[config.mk]
export PLATFORM = sky130hd
export DESIGN_NAME = acc_seq_ctrl
export DESIGN_NICKNAME = d
export VERILOG_FILES = /design/src/rtl/acc_seq_ctrl.sv
export SDC_FILE = /design/constraint.sdc
export NUM_CORES = 1
export LEC_CHECK = 0
export ABC_AREA = 1
export BUFFER_PORTS_ARGS = -buffer_cell sky130_fd_sc_hd__buf_4
export CAP_MARGIN = 20
export CORE_MARGIN = 2
export CORE_UTILIZATION = 49
export DETAILED_ROUTE_END_ITERATION = 8
export PLACE_DENSITY = 0.74
export SLEW_MARGIN = 20
export SYNTH_ARGS = -nofsm -noshare
export SYNTH_HDL_FRONTEND = slang
export SYNTH_SLANG_ARGS = --single-unit
export TNS_END_PERCENT = 30
[constraint.sdc]
create_clock -name HCLK -period 4.07 [get_ports HCLK]
set_clock_uncertainty 0.2 [all_clocks]
set_input_delay 0.814 -clock HCLK [delete_from_list [all_inputs] [get_ports HCLK]]
set_output_delay 0.814 -clock HCLK [all_outputs]
set_load 0.02 [all_outputs]
[src/rtl/acc_seq_ctrl.sv]
// acc_seq_ctrl: APB slave that loads, starts and collects the 16-lane accelerator.
// Define ACC_SEQ_CTRL_IRQ_EN to add the irq_o completion interrupt.
module acc_seq_ctrl #(
  parameter int APB_ADDR_WIDTH = 12,
  parameter int TIMEOUT_CYCLES = 256
) (
  input  logic                      HCLK,
  input  logic                      HRESETn,
  input  logic [APB_ADDR_WIDTH-1:0] PADDR,
  input  logic [31:0]               PWDATA,
  input  logic                      PWRITE,
  input  logic                      PSEL,
  input  logic                      PENABLE,
  output logic [31:0]               PRDATA,
  output logic                      PREADY,
  output logic                      PSLVERR,
  output logic                      acc_start,
  input  logic                      acc_done,
  output logic [15:0][7:0]          acc_in_A,
  output logic [15:0][7:0]          acc_in_B,
  input  logic [15:0][15:0]         acc_out
`ifdef ACC_SEQ_CTRL_IRQ_EN
  ,
  output logic                      irq_o
`endif
);

  typedef enum logic [1:0] {
    S_IDLE,
    S_START,
    S_WAIT,
    S_CAPT
  } state_t;

  localparam logic [15:0] TC_LAST = 16'(TIMEOUT_CYCLES - 1);

  state_t           state;
  state_t           state_n;
  logic [3:0][31:0] opa;
  logic [3:0][31:0] opb;
  logic [7:0][31:0] res;
  logic [15:0]      cnt;
  logic             done;
  logic             tout;
  logic             irq_en;
  logic [9:0]       idx;
  logic [1:0]       opa_i;
  logic [1:0]       opb_i;
  logic [2:0]       res_i;
  logic             acc;
  logic             wr;
  logic             busy;
  logic             is_ctrl;
  logic             is_opa;
  logic             is_opb;
  logic             is_stat;
  logic             is_res;
  logic             bad_wr;
  logic             start_req;
  logic             clr_req;
  logic             tmo_hit;
  logic             unused;

  assign unused  = ^PADDR[1:0];
  assign idx     = PADDR[11:2];
  assign acc     = PSEL & PENABLE;
  assign wr      = acc & PWRITE;
  assign busy    = (state != S_IDLE);
  assign is_ctrl = (idx == 10'd0);
  assign is_opa  = (idx >= 10'd1) && (idx <= 10'd4);
  assign is_opb  = (idx >= 10'd5) && (idx <= 10'd8);
  assign is_stat = (idx == 10'd9);
  assign is_res  = (idx >= 10'd10) && (idx <= 10'd17);
  assign opa_i   = 2'(idx - 10'd1);
  assign opb_i   = 2'(idx - 10'd5);
  assign res_i   = 3'(idx - 10'd10);

  // A busy run locks the operands and the start bit only.
  assign bad_wr    = wr & busy &
                     (is_opa | is_opb | (is_ctrl & PWDATA[0]));
  assign start_req = wr & is_ctrl & PWDATA[0] & ~busy;
  assign clr_req   = wr & is_ctrl & PWDATA[1];
  assign tmo_hit   = (state == S_WAIT) & ~acc_done &
                     (cnt == TC_LAST);

  assign PREADY    = 1'b1;
  assign PSLVERR   = acc & ((idx > 10'd17) | bad_wr);
  assign acc_start = (state == S_START);
  assign acc_in_A  = opa;
  assign acc_in_B  = opb;

  always_comb begin
    state_n = state;
    unique case (state)
      S_IDLE:  if (start_req) state_n = S_START;
      S_START: state_n = S_WAIT;
      S_WAIT: begin
        if (acc_done)            state_n = S_CAPT;
        else if (cnt == TC_LAST) state_n = S_IDLE;
      end
      S_CAPT:  state_n = S_IDLE;
      default: state_n = S_IDLE;
    endcase
  end

  always_ff @(posedge HCLK or negedge HRESETn) begin
    if (!HRESETn) begin
      state <= S_IDLE;
      opa   <= '0;
      opb   <= '0;
      res   <= '0;
      cnt   <= '0;
      done  <= 1'b0;
      tout  <= 1'b0;
    end else begin
      state <= state_n;
      if (wr && is_opa && !busy) opa[opa_i] <= PWDATA;
      if (wr && is_opb && !busy) opb[opb_i] <= PWDATA;
      if (start_req) begin
        cnt  <= '0;
        done <= 1'b0;
        tout <= 1'b0;
      end else if (clr_req) begin
        done <= 1'b0;
        tout <= 1'b0;
      end
      if (state == S_WAIT && cnt != 16'hFFFF) cnt <= cnt + 16'd1;
      // Completion beats a same-cycle CLR_DONE.
      if (state == S_CAPT) begin
        res  <= acc_out;
        done <= 1'b1;
      end
      if (tmo_hit) begin
        done <= 1'b1;
        tout <= 1'b1;
      end
    end
  end

`ifdef ACC_SEQ_CTRL_IRQ_EN
  logic irq_q;

  always_ff @(posedge HCLK or negedge HRESETn) begin
    if (!HRESETn) begin
      irq_en <= 1'b0;
      irq_q  <= 1'b0;
    end else begin
      if (wr && is_ctrl) irq_en <= PWDATA[2];
      irq_q <= done & irq_en;
    end
  end

  assign irq_o = irq_q;
`else
  assign irq_en = 1'b0;
`endif

  always_comb begin
    PRDATA = '0;
    unique case (1'b1)
      is_ctrl: PRDATA = {29'b0, irq_en, 2'b0};
      is_opa:  PRDATA = opa[opa_i];
      is_opb:  PRDATA = opb[opb_i];
      is_stat: PRDATA = {cnt, 13'b0, tout, done, busy};
      is_res:  PRDATA = res[res_i];
      default: PRDATA = '0;
    endcase
  end

endmodule

Yosys cells after proc, flatten, opt, wreduce, memory -nomap -nowiden. Cells that the tools add are included. W data, S select, Z words.

Output and inout bits: 291. Register bits after elaboration: 532.

Reductions and logical operators: 18. Equal/unequal tests: 8. Bitwise logic cells: 17. Multiplexer cells: 24. Add/subtract/negate cells: 4. $lt $le $gt $ge: 12.

Operators with widths (number): $bwmux W128 (2); $mux W32 (5); $bmux W32 S2 (2); $demux W32 S2 (2); $pmux W32 S4 (1); $bmux W32 S3 (1); $mux W16 (2); $add A16 B1 Y16 const B (1); $eq A16 B8 Y1 const B (1); $ne A16 B16 Y1 const B (1); $and A1 B1 Y1 (12); $eq A10 B4 Y1 const B (1); $ge A10 B1 Y1 const B (1); $ge A10 B3 Y1 const B (1); $ge A10 B4 Y1 const B (1); $gt A10 B5 Y1 const B (1); $le A10 B3 Y1 const B (1); $le A10 B4 Y1 const B (1); $le A10 B5 Y1 const B (1); $logic_and A1 B1 Y1 (10); $logic_not A10 Y1 (1); $pmux W2 S4 (1); $lt A2 B3 Y1 const B (2); $mux W2 (3); other kinds (17) (28).

Logic depth before layout (Yosys ltp). Gate-level depths: netlist of run 1.

Word-level depth: 8. Depth in mapped cells: 16. Mapped depth without buffers: 12.

Least setup slack after synthesis of run 1. No wires, ideal clock.

Path type: input -> output. Start point: input PADDR[2]. End point: output PRDATA[12]. Cell stages on the path: 12. Slack: 0.109 ns. Required time: 3.056 ns. Path buffers: 4. Arrival time: 2.947 ns. Cell sequence: inv_2 -> buf_2 -> buf_2 -> buf_1 -> ha_1 -> nand2_1 -> a21oi_2 -> nand3_2 -> inv_1 -> clkbuf_1 -> nand2_1 -> nand3_1.

Cells in the longest elaborated chain, start to end: 4. Elaborated cells on any way between the ends: 20. Classes of those cells: add/sub (3); order compare (6); eq/ne (1); mux (7); reduce/logical (3).

RTL lines: start: declaration (line 9) `input logic [APB_ADDR_WIDTH-1:0] PADDR,`; $sub A3 B2 Y3 or $sub A2 B1 Y2 (tied branches) (line 76, 74, 75); $bmux W32 S3, or another cell as far along (line 165) `is_res: PRDATA = res[res_i];`; $mux W32, on equally long branches (line 165, 162, 163); $pmux W32 S4 * (line 160) `unique case (1'b1)`; end: declaration (line 14) `output logic [31:0] PRDATA,`.

Every way passes the cells marked *; elsewhere a longest branch is shown, timed or not. The select of a mux whose other input is x is not followed.

Worst setup path after layout of run 1.
Start point: input PADDR[2]. End point: output PRDATA[18].

Same word-level chain as after synthesis.

==> results of run 1 <==
-- worst reg2reg max path: cells and delay by family, from the launching register on --
kind | cells | cell delay (ps)
AO/OA/AOI/OAI | 1 | 80
flip-flops | 1 | 430
AND/OR/NAND/NOR | 5 | 1740
-- cell families (layout without fill, tap and decap cells) --
kind of cell             after synthesis  count (layout)  synth area share (%)
adder cells (fa/ha/maj)                6               6                 0.297
XOR/XNOR                               5               5                 0.174
other                                  1              10                0.0149
multiplexers                         256             256                  11.4
AO/OA/AOI/OAI                        459             459                  9.69
buffers and inverters                255             815                  5.09
AND/OR/NAND/NOR                     1273            1273                  20.6
flip-flops                           532             532                  52.7
-- power by group --
part	switching, uW	internal, uW
logic	1930	2080
registers	769	6710
clock network	2190	3090
-- flip-flops by register name, indices dropped and copies added (netlist names) --
register / flops
acc_in_A: 128
acc_in_B: 128
cnt: 16
done: 1
res: 256
state: 2
tout: 1
-- cell usage after synthesis --
cell type,number,area [um2]
nor2_1,187,702
buf_2,53,265
o21ai_2,30,263
ha_1,6,75.1
nand2_1,847,3180
or2_2,1,6.26
nand3_1,185,926
o21ai_0,131,656
buf_4,5,37.5
o21ai_1,232,1160
clkbuf_2,1,5.00
dfrtp_1,532,13300
a21oi_2,1,8.76
nor3_1,22,110
buf_1,15,56.3
nand2_4,8,90.1
buf_6,32,360
nand3_2,1,10.0
nand3b_1,1,7.51
xor2_1,5,43.8
nand4_1,15,93.8
o31ai_1,1,7.51
mux2_2,256,2880
o22ai_1,24,150
inv_1,72,270
nor2_2,3,18.8
inv_2,2,7.51
clkbuf_1,75,282
a21oi_1,40,200
conb_1,1,3.75
nand2_2,1,6.26
nor2_8,2,40.0
-- per-layer routing --
layer	GRT usage, %	part of all wire [%]	vias to the layer above
li1	-	-	10286
met1	42.8	39	11052
met2	51.1	47	1202
met3	7.91	11	175
met4	10.6	3.1	2
met5	0	0.014	-
-- placed cells by master (no fill, tap or decap), types with 2 or more instances in the layout --
cell and n:
a21oi_1 40, buf_12 13, buf_4 622, bufinv_16 4, clkbuf_1 13, clkbuf_16 57
clkbuf_8 15, clkinv_2 9, clkinv_4 2, clkinvlp_4 2, dfrtp_1 532, diode_2 9
ha_1 5, inv_1 70, inv_2 2, inv_6 4, mux2_2 256, nand2_1 846
nand2_4 9, nand3_1 185, nand4_1 15, nor2_1 185, nor2_2 5, nor2_8 2
nor3_1 22, o21ai_0 131, o21ai_1 232, o21ai_2 30, o22ai_1 24, xor2_1 5
-- final cells by class --
class                           count  share of cell area (%)
Antenna cell                        9                  0.0704
Clock buffer                       84                    5.21
Clock inverter                     20                   0.704
Inverter                           74                   0.904
Multi-Input combinational cell   2000                    33.3
Sequential cell                   532                    41.6
Tap cell                          680                    2.66
Timing Repair Buffer              637                    15.5
-- worst paths after layout --
path	to	slack, ps	cells after the start
setup / recovery	PRDATA[18]	160	12
hold reg to reg	tout	300	2
hold / removal	acc_in_A[6]	30	1
min in group HCLK	res[139]	230	2
setup reg to reg	acc_in_A[122]	1470	6
max in group asynchronous	acc_in_A[62]	2560	2
-- stage by stage --
step / std cells / power [uW] / utilization (%) / instance area [um2]
2_1_floorplan: 2787 / 10200 / - / 25200
3_3_place_gp: 3923 / 11300 / 58.8 / 30100
3_5_place_dp: 3923 / 11500 / 58.8 / 30100
4_1_cts: 4027 / 16800 / 62.5 / 32000
5_1_grt: 4035 / 17600 / 62.6 / 32000
6_report: 4036 / 16800 / 62.6 / 32000
==> report_table.html, run 1 <==
<table>
<tr><th>Metric</th><th>Value</th></tr>
<tr><th colspan="2">Global route</th></tr>
<tr><td>Wire length of the first global-routing pass</td><td>131000 um</td></tr>
<tr><td>Congestion Overflow GR</td><td>0</td></tr>
<tr><td>Maximum number of pins on one net before global-route repair</td><td>144</td></tr>
<tr><td>Number of antenna violations at the first check in global routing</td><td>9</td></tr>
<tr><td>Vias in the first global route</td><td>21927</td></tr>
<tr><td>GRT Resource Usage Total</td><td>32.0%</td></tr>
<tr><th colspan="2">STA</th></tr>
<tr><td>Setup Total Neg Slack</td><td>0 ps</td></tr>
<tr><td>Post-route worst setup slack</td><td>163 ps</td></tr>
<tr><td>Maximum clock frequency</td><td>0.256 GHz</td></tr>
<tr><td>WHS</td><td>31.3 ps</td></tr>
<tr><td>RSZ-0062 raised after global routing</td><td>false</td></tr>
<tr><td>Worst Tran Pin Value</td><td>939 ps</td></tr>
<tr><td>Min Clock Period, post-route</td><td>3910 ps</td></tr>
<tr><td>Part of the cycle the worst path needs</td><td>96.0%</td></tr>
<tr><td>Final hold violation count</td><td>0</td></tr>
<tr><td>Endpoints failing setup</td><td>0</td></tr>
<tr><td>Max_slew headroom</td><td>37.4%</td></tr>
<tr><td>Final slew viol count</td><td>0</td></tr>
<tr><th colspan="2">Final layout</th></tr>
<tr><td>Share of post-route cells with drive strength above 1</td><td>31.0%</td></tr>
<tr><td>Net count reported at finish</td><td>3614</td></tr>
<tr><td>Area used by sequential logic in the layout</td><td>13300 um2</td></tr>
<tr><td>Fillcell total</td><td>4277</td></tr>
<tr><td>Multi-input combinational cell area</td><td>10700 um2</td></tr>
<tr><td>Layout-stage area growth over the synthesis result</td><td>26.7%</td></tr>
<tr><th colspan="2">Yosys</th></tr>
<tr><td>Synthesized net count</td><td>3099</td></tr>
<tr><td>Netlist area before placement</td><td>25200 um2</td></tr>
<tr><td>Synthesized flop and latch total</td><td>532</td></tr>
<tr><td>Syn Inst Count</td><td>2787</td></tr>
<tr><td>Number of distinct library cells after synthesis</td><td>32</td></tr>
<tr><td>Average size of a mapped cell</td><td>9.06 um2</td></tr>
<tr><td>Synthesis Warnings</td><td>0</td></tr>
<tr><td>Fraction of the yosys area taken by sequential cells</td><td>52.7%</td></tr>
<tr><th colspan="2">Power</th></tr>
<tr><td>Leakage Power</td><td>0.0158 uW</td></tr>
<tr><td>Maximum VDD drop</td><td>0.406 mV</td></tr>
<tr><td>P per Cell Area</td><td>524 nW/um2</td></tr>
<tr><th colspan="2">Place</th></tr>
<tr><td>Routability congestion estimate from global placement</td><td>0.919</td></tr>
<tr><td>Sum of net half-perimeters after detailed placement</td><td>60800 um</td></tr>
<tr><td>PortBufs</td><td>593</td></tr>
<tr><td>Pre-CTS worst setup slack</td><td>56.8 ps</td></tr>
<tr><th colspan="2">Floorplanning</th></tr>
<tr><td>Starting utilization of the core area</td><td>49.4%</td></tr>
<tr><td>Height of the die</td><td>231 um</td></tr>
<tr><td>Die X</td><td>231 um</td></tr>
<tr><td>Area of the core</td><td>51100 um2</td></tr>
<tr><td>Die outline area</td><td>53300 um2</td></tr>
<tr><td>Row count</td><td>83</td></tr>
<tr><td>Top-Level Pins</td><td>597</td></tr>
<tr><th colspan="2">Worst setup path</th></tr>
<tr><td>List of cells traversed by the critical path</td><td>clkbuf_8 &gt; inv_8 &gt; ha_2 &gt; buf_12 &gt; nor2_1 &gt; o21ai_0 &gt; nand2_1 &gt; nand2_1 &gt; o21ai_1 &gt; nor2_1 &gt; nand2_1 &gt; buf_4</td></tr>
<tr><td>CP Class</td><td>in -&gt; out</td></tr>
<tr><td>Arrival time of data at the critical path endpoint</td><td>2890 ps</td></tr>
<tr><td>Critical path capture point type</td><td>output pin</td></tr>
<tr><td>Startpoint Class</td><td>primary input</td></tr>
<tr><td>CP max FO</td><td>64</td></tr>
<tr><td>R2r startpoint</td><td>state[1]</td></tr>
<tr><td>Top Family by Delay on Critical Path</td><td>simple AND/OR/NAND/NOR gates</td></tr>
<tr><td>Crit path launch</td><td>PADDR[2]</td></tr>
<tr><td>Cell at the slowest stage of the critical path</td><td>ha_2</td></tr>
<tr><td>CP peak stage delay</td><td>350 ps</td></tr>
<tr><td>Number of buffers and inverters on the critical path</td><td>4</td></tr>
<tr><td>Worst endpoint required time</td><td>3060 ps</td></tr>
<tr><td>Most numerous cell on the critical path</td><td>nand2_1</td></tr>
<tr><th colspan="2">Clocking</th></tr>
<tr><td>Clock input transition at the sequential cells of the worst setup and hold paths</td><td>60 ps</td></tr>
<tr><td>Postcts setup bufs</td><td>0</td></tr>
<tr><td>Quantity of hold-fixing buffers added after cts</td><td>0</td></tr>
<tr><td>Clock latency on the worst-skew pair</td><td>610 ps</td></tr>
<tr><td>Number of sinks handled by clock tree synthesis</td><td>532</td></tr>
<tr><td>Number of buffers on the longest clock path</td><td>3</td></tr>
<tr><td>Clock root buffer</td><td>clkbuf_16</td></tr>
<tr><td>CTS HTree Levels</td><td>2</td></tr>
<tr><td>Post-CTS Resized</td><td>0</td></tr>
<tr><td>TritonCTS Buffers</td><td>57</td></tr>
<tr><td>CTS tree</td><td>done</td></tr>
<tr><th colspan="2">Route</th></tr>
<tr><td>First-pass iteration count of the detailed router</td><td>6</td></tr>
<tr><td>Via-per-instance ratio</td><td>5.63</td></tr>
<tr><td>Total wire length</td><td>86700 um</td></tr>
<tr><td>Number of design-rule violations left by the first detailed-router iteration</td><td>2500</td></tr>
<tr><td>Detailed-route wire length per cell</td><td>21.5 um</td></tr>
<tr><td>Vias after detailed routing</td><td>22717</td></tr>
<tr><td>Antenna violation net count after detailed routing</td><td>0</td></tr>
<tr><td>Drc violations</td><td>0</td></tr>
<tr><th colspan="2">Status</th></tr>
<tr><td>Result of the run</td><td>completed</td></tr>
<tr><th colspan="2">Min path</th></tr>
<tr><td>Worst Hold Class</td><td>in -&gt; async</td></tr>
<tr><th colspan="2">Flow run</th></tr>
<tr><td>Total of max-cap violations</td><td>0</td></tr>
</table>
(Power assumes the default switching activity.)
==> run 2: changes to the inputs <==
--- a/constraint.sdc
+++ b/constraint.sdc
@@ -4,2 +4,2 @@
 set_output_delay 0.814 -clock HCLK [all_outputs]
-set_load 0.02 [all_outputs]
+set_load 0.01 [all_outputs]
==> report_table.html, run 2 (synthesized netlist as in run 1, its figures left out) <==
<table>
<tr><th>Metric</th><th>Value</th></tr>
<tr><th colspan="2">Worst setup path</th></tr>
<tr><td>Worst endpoint required time</td><td>3060 ps</td></tr>
<tr><td>Arrival time of data at the critical path endpoint</td><td>2940 ps</td></tr>
<tr><td>Number of buffers and inverters on the critical path</td><td>3</td></tr>
<tr><td>List of cells traversed by the critical path</td><td>buf_4 &gt; nor2_1 &gt; nand2_1 &gt; nor2_2 &gt; nand2_1 &gt; nand2_1 &gt; clkinvlp_4 &gt; nand3_1 &gt; nand2_1 &gt; buf_4</td></tr>
<tr><td>CP max FO</td><td>21</td></tr>
<tr><td>Cell at the slowest stage of the critical path</td><td>clkinvlp_4</td></tr>
<tr><td>Top Family by Delay on Critical Path</td><td>simple AND/OR/NAND/NOR gates</td></tr>
<tr><td>Most numerous cell on the critical path</td><td>nand2_1</td></tr>
<tr><td>CP peak stage delay</td><td>490 ps</td></tr>
<tr><td>CP Class</td><td>in -&gt; out</td></tr>
<tr><td>Startpoint Class</td><td>primary input</td></tr>
<tr><td>Critical path capture point type</td><td>output pin</td></tr>
<tr><th colspan="2">Final layout</th></tr>
<tr><td>Net count reported at finish</td><td>3618</td></tr>
<tr><td>Layout-stage area growth over the synthesis result</td><td>27.2%</td></tr>
<tr><td>Most used cells in the layout excluding fill and tap cells</td><td>nand2_1, buf_4, dfrtp_1, mux2_2, o21ai_1</td></tr>
<tr><td>Max reg flops</td><td>256</td></tr>
<tr><td>Share of post-route cells with drive strength above 1</td><td>31.3%</td></tr>
<tr><td>Largest reg by FF count</td><td>res</td></tr>
<tr><td>Leading cell type in the layout, fill and taps excluded</td><td>nand2_1</td></tr>
<tr><td>Fillcell total</td><td>4312</td></tr>
<tr><th colspan="2">Route</th></tr>
<tr><td>Vias after detailed routing</td><td>22543</td></tr>
<tr><td>Total wire length</td><td>86400 um</td></tr>
<tr><td>Via-per-instance ratio</td><td>5.57</td></tr>
<tr><td>Drc violations</td><td>0</td></tr>
<tr><td>First-pass iteration count of the detailed router</td><td>6</td></tr>
<tr><td>Detailed-route wire length per cell</td><td>21.4 um</td></tr>
<tr><td>Antenna violation net count after detailed routing</td><td>0</td></tr>
<tr><td>Number of design-rule violations left by the first detailed-router iteration</td><td>2134</td></tr>
<tr><th colspan="2">Floorplanning</th></tr>
<tr><td>Starting utilization of the core area</td><td>49.4%</td></tr>
<tr><td>Die outline area</td><td>53300 um2</td></tr>
<tr><td>Row count</td><td>83</td></tr>
<tr><td>Top-Level Pins</td><td>597</td></tr>
<tr><td>Area of the core</td><td>51100 um2</td></tr>
<tr><td>Height of the die</td><td>231 um</td></tr>
<tr><td>Die X</td><td>231 um</td></tr>
<tr><th colspan="2">Global route</th></tr>
<tr><td>Wire length of the first global-routing pass</td><td>130000 um</td></tr>
<tr><td>Congestion Overflow GR</td><td>0</td></tr>
<tr><td>Maximum number of pins on one net before global-route repair</td><td>130</td></tr>
<tr><td>Number of antenna violations at the first check in global routing</td><td>15</td></tr>
<tr><td>GRT Resource Usage Total</td><td>31.9%</td></tr>
<tr><td>Vias in the first global route</td><td>21830</td></tr>
<tr><th colspan="2">Clocking</th></tr>
<tr><td>Clock input transition at the sequential cells of the worst setup and hold paths</td><td>60 ps</td></tr>
<tr><td>Clock latency on the worst-skew pair</td><td>610 ps</td></tr>
<tr><td>Clock root buffer</td><td>clkbuf_16</td></tr>
<tr><td>CTS tree</td><td>done</td></tr>
<tr><td>Quantity of hold-fixing buffers added after cts</td><td>0</td></tr>
<tr><td>CTS HTree Levels</td><td>2</td></tr>
<tr><td>Number of sinks handled by clock tree synthesis</td><td>532</td></tr>
<tr><td>TritonCTS Buffers</td><td>56</td></tr>
<tr><td>Number of buffers on the longest clock path</td><td>3</td></tr>
<tr><td>Postcts setup bufs</td><td>0</td></tr>
<tr><th colspan="2">Place</th></tr>
<tr><td>Sum of net half-perimeters after detailed placement</td><td>61000 um</td></tr>
<tr><td>Routability congestion estimate from global placement</td><td>0.930</td></tr>
<tr><td>PortBufs</td><td>593</td></tr>
<tr><td>Pre-CTS worst setup slack</td><td>-33.3 ps</td></tr>
<tr><th colspan="2">Min path</th></tr>
<tr><td>Worst Hold Class</td><td>in -&gt; async</td></tr>
<tr><th colspan="2">Power</th></tr>
<tr><td>Leakage Power</td><td>0.0159 uW</td></tr>
<tr><td>P per Cell Area</td><td>524 nW/um2</td></tr>
<tr><td>Maximum VDD drop</td><td>0.425 mV</td></tr>
<tr><th colspan="2">Status</th></tr>
<tr><td>Result of the run</td><td>completed</td></tr>
<tr><th colspan="2">STA</th></tr>
<tr><td>Max_slew headroom</td><td>35.1%</td></tr>
<tr><td>Post-route worst setup slack</td><td>112 ps</td></tr>
<tr><td>WHS</td><td>55.3 ps</td></tr>
<tr><td>Final hold violation count</td><td>0</td></tr>
<tr><td>Endpoints failing setup</td><td>0</td></tr>
<tr><td>Worst Tran Pin Value</td><td>974 ps</td></tr>
<tr><td>Setup Total Neg Slack</td><td>0 ps</td></tr>
<tr><td>Part of the cycle the worst path needs</td><td>97.3%</td></tr>
<tr><td>Min Clock Period, post-route</td><td>3960 ps</td></tr>
<tr><td>Final slew viol count</td><td>0</td></tr>
<tr><td>Maximum clock frequency</td><td>0.253 GHz</td></tr>
<tr><th colspan="2">Flow run</th></tr>
<tr><td>Total of max-cap violations</td><td>0</td></tr>
</table>
## run 2: cell count changes in the layout (fill, tap and decap cells not counted), sizes merged
cell      change
bufinv        +1
diode         +5
clkbuf        -3
clkinvlp      +2
buf           +5
## run 2: final timing paths
path,from,to,slack [ps],depth (start not counted)
max,PADDR[10],PRDATA[2],110,10
min,HRESETn,acc_in_A[79],60,1
max reg2reg,state[1],acc_in_A[115],1420,6
min reg2reg,res[233],res[233],300,1
max in group asynchronous,HRESETn,acc_in_A[93],2450,3
min in group HCLK,acc_out[134],res[134],230,2
## run 2: final cells by class
class | instances | area, um2 | share of cell area, %
Sequential cell | 532 | 13300 | 41.5
Multi-Input combinational cell | 2000 | 10700 | 33.2
Timing Repair Buffer | 642 | 5020 | 15.6
Clock buffer | 81 | 1660 | 5.16
Tap cell | 680 | 851 | 2.65
Inverter | 74 | 289 | 0.900
Clock inverter | 23 | 274 | 0.854
Antenna cell | 14 | 35.0 | 0.109
## run 2: worst reg2reg max path, delay by kind of cell, from the launching register on
kind            cells  cell delay (ps)
simple gates        5             1800
flops               1              430
compound gates      1               70
## run 2: per-layer routing
metal	track usage, %	share of wire [%]	vias up
met1	42.1	40	10873
met4	13.2	4.2	2
met3	9.49	11	185
met5	0	0.019	-
met2	49.1	45	1180
li1	-	-	10303
## run 2: per-stage QoR
stage	utilization [%]	total power, uW	cells	instance area, um2
4_1_cts	62.7	16900	4032	32100
3_5_place_dp	59.0	11500	3928	30100
5_1_grt	62.8	17600	4044	32100
3_3_place_gp	59.0	11300	3928	30100
6_report	62.8	16800	4046	32100
2_1_floorplan	-	10200	2787	25200
## run 2: what timing repair did
item / in CTS / in global routing
gates resized for setup: 1 / 3
hold endpoints to repair: 0 / 0
pin swaps: 0 / 0
setup endpoints to repair: 1 / 3
## run 2: report_power, final
| part | leakage (uW) | total [uW] | switching (uW) | internal [uW] |
|---|---|---|---|---|
| Combinational | 0.00811 | 4000 | 1910 | 2090 |
| Clock | 0.000948 | 5340 | 2190 | 3150 |
| Sequential | 0.00682 | 7480 | 770 | 6710 |
| Total | 0.0159 | 16800 | 4870 | 11900 |
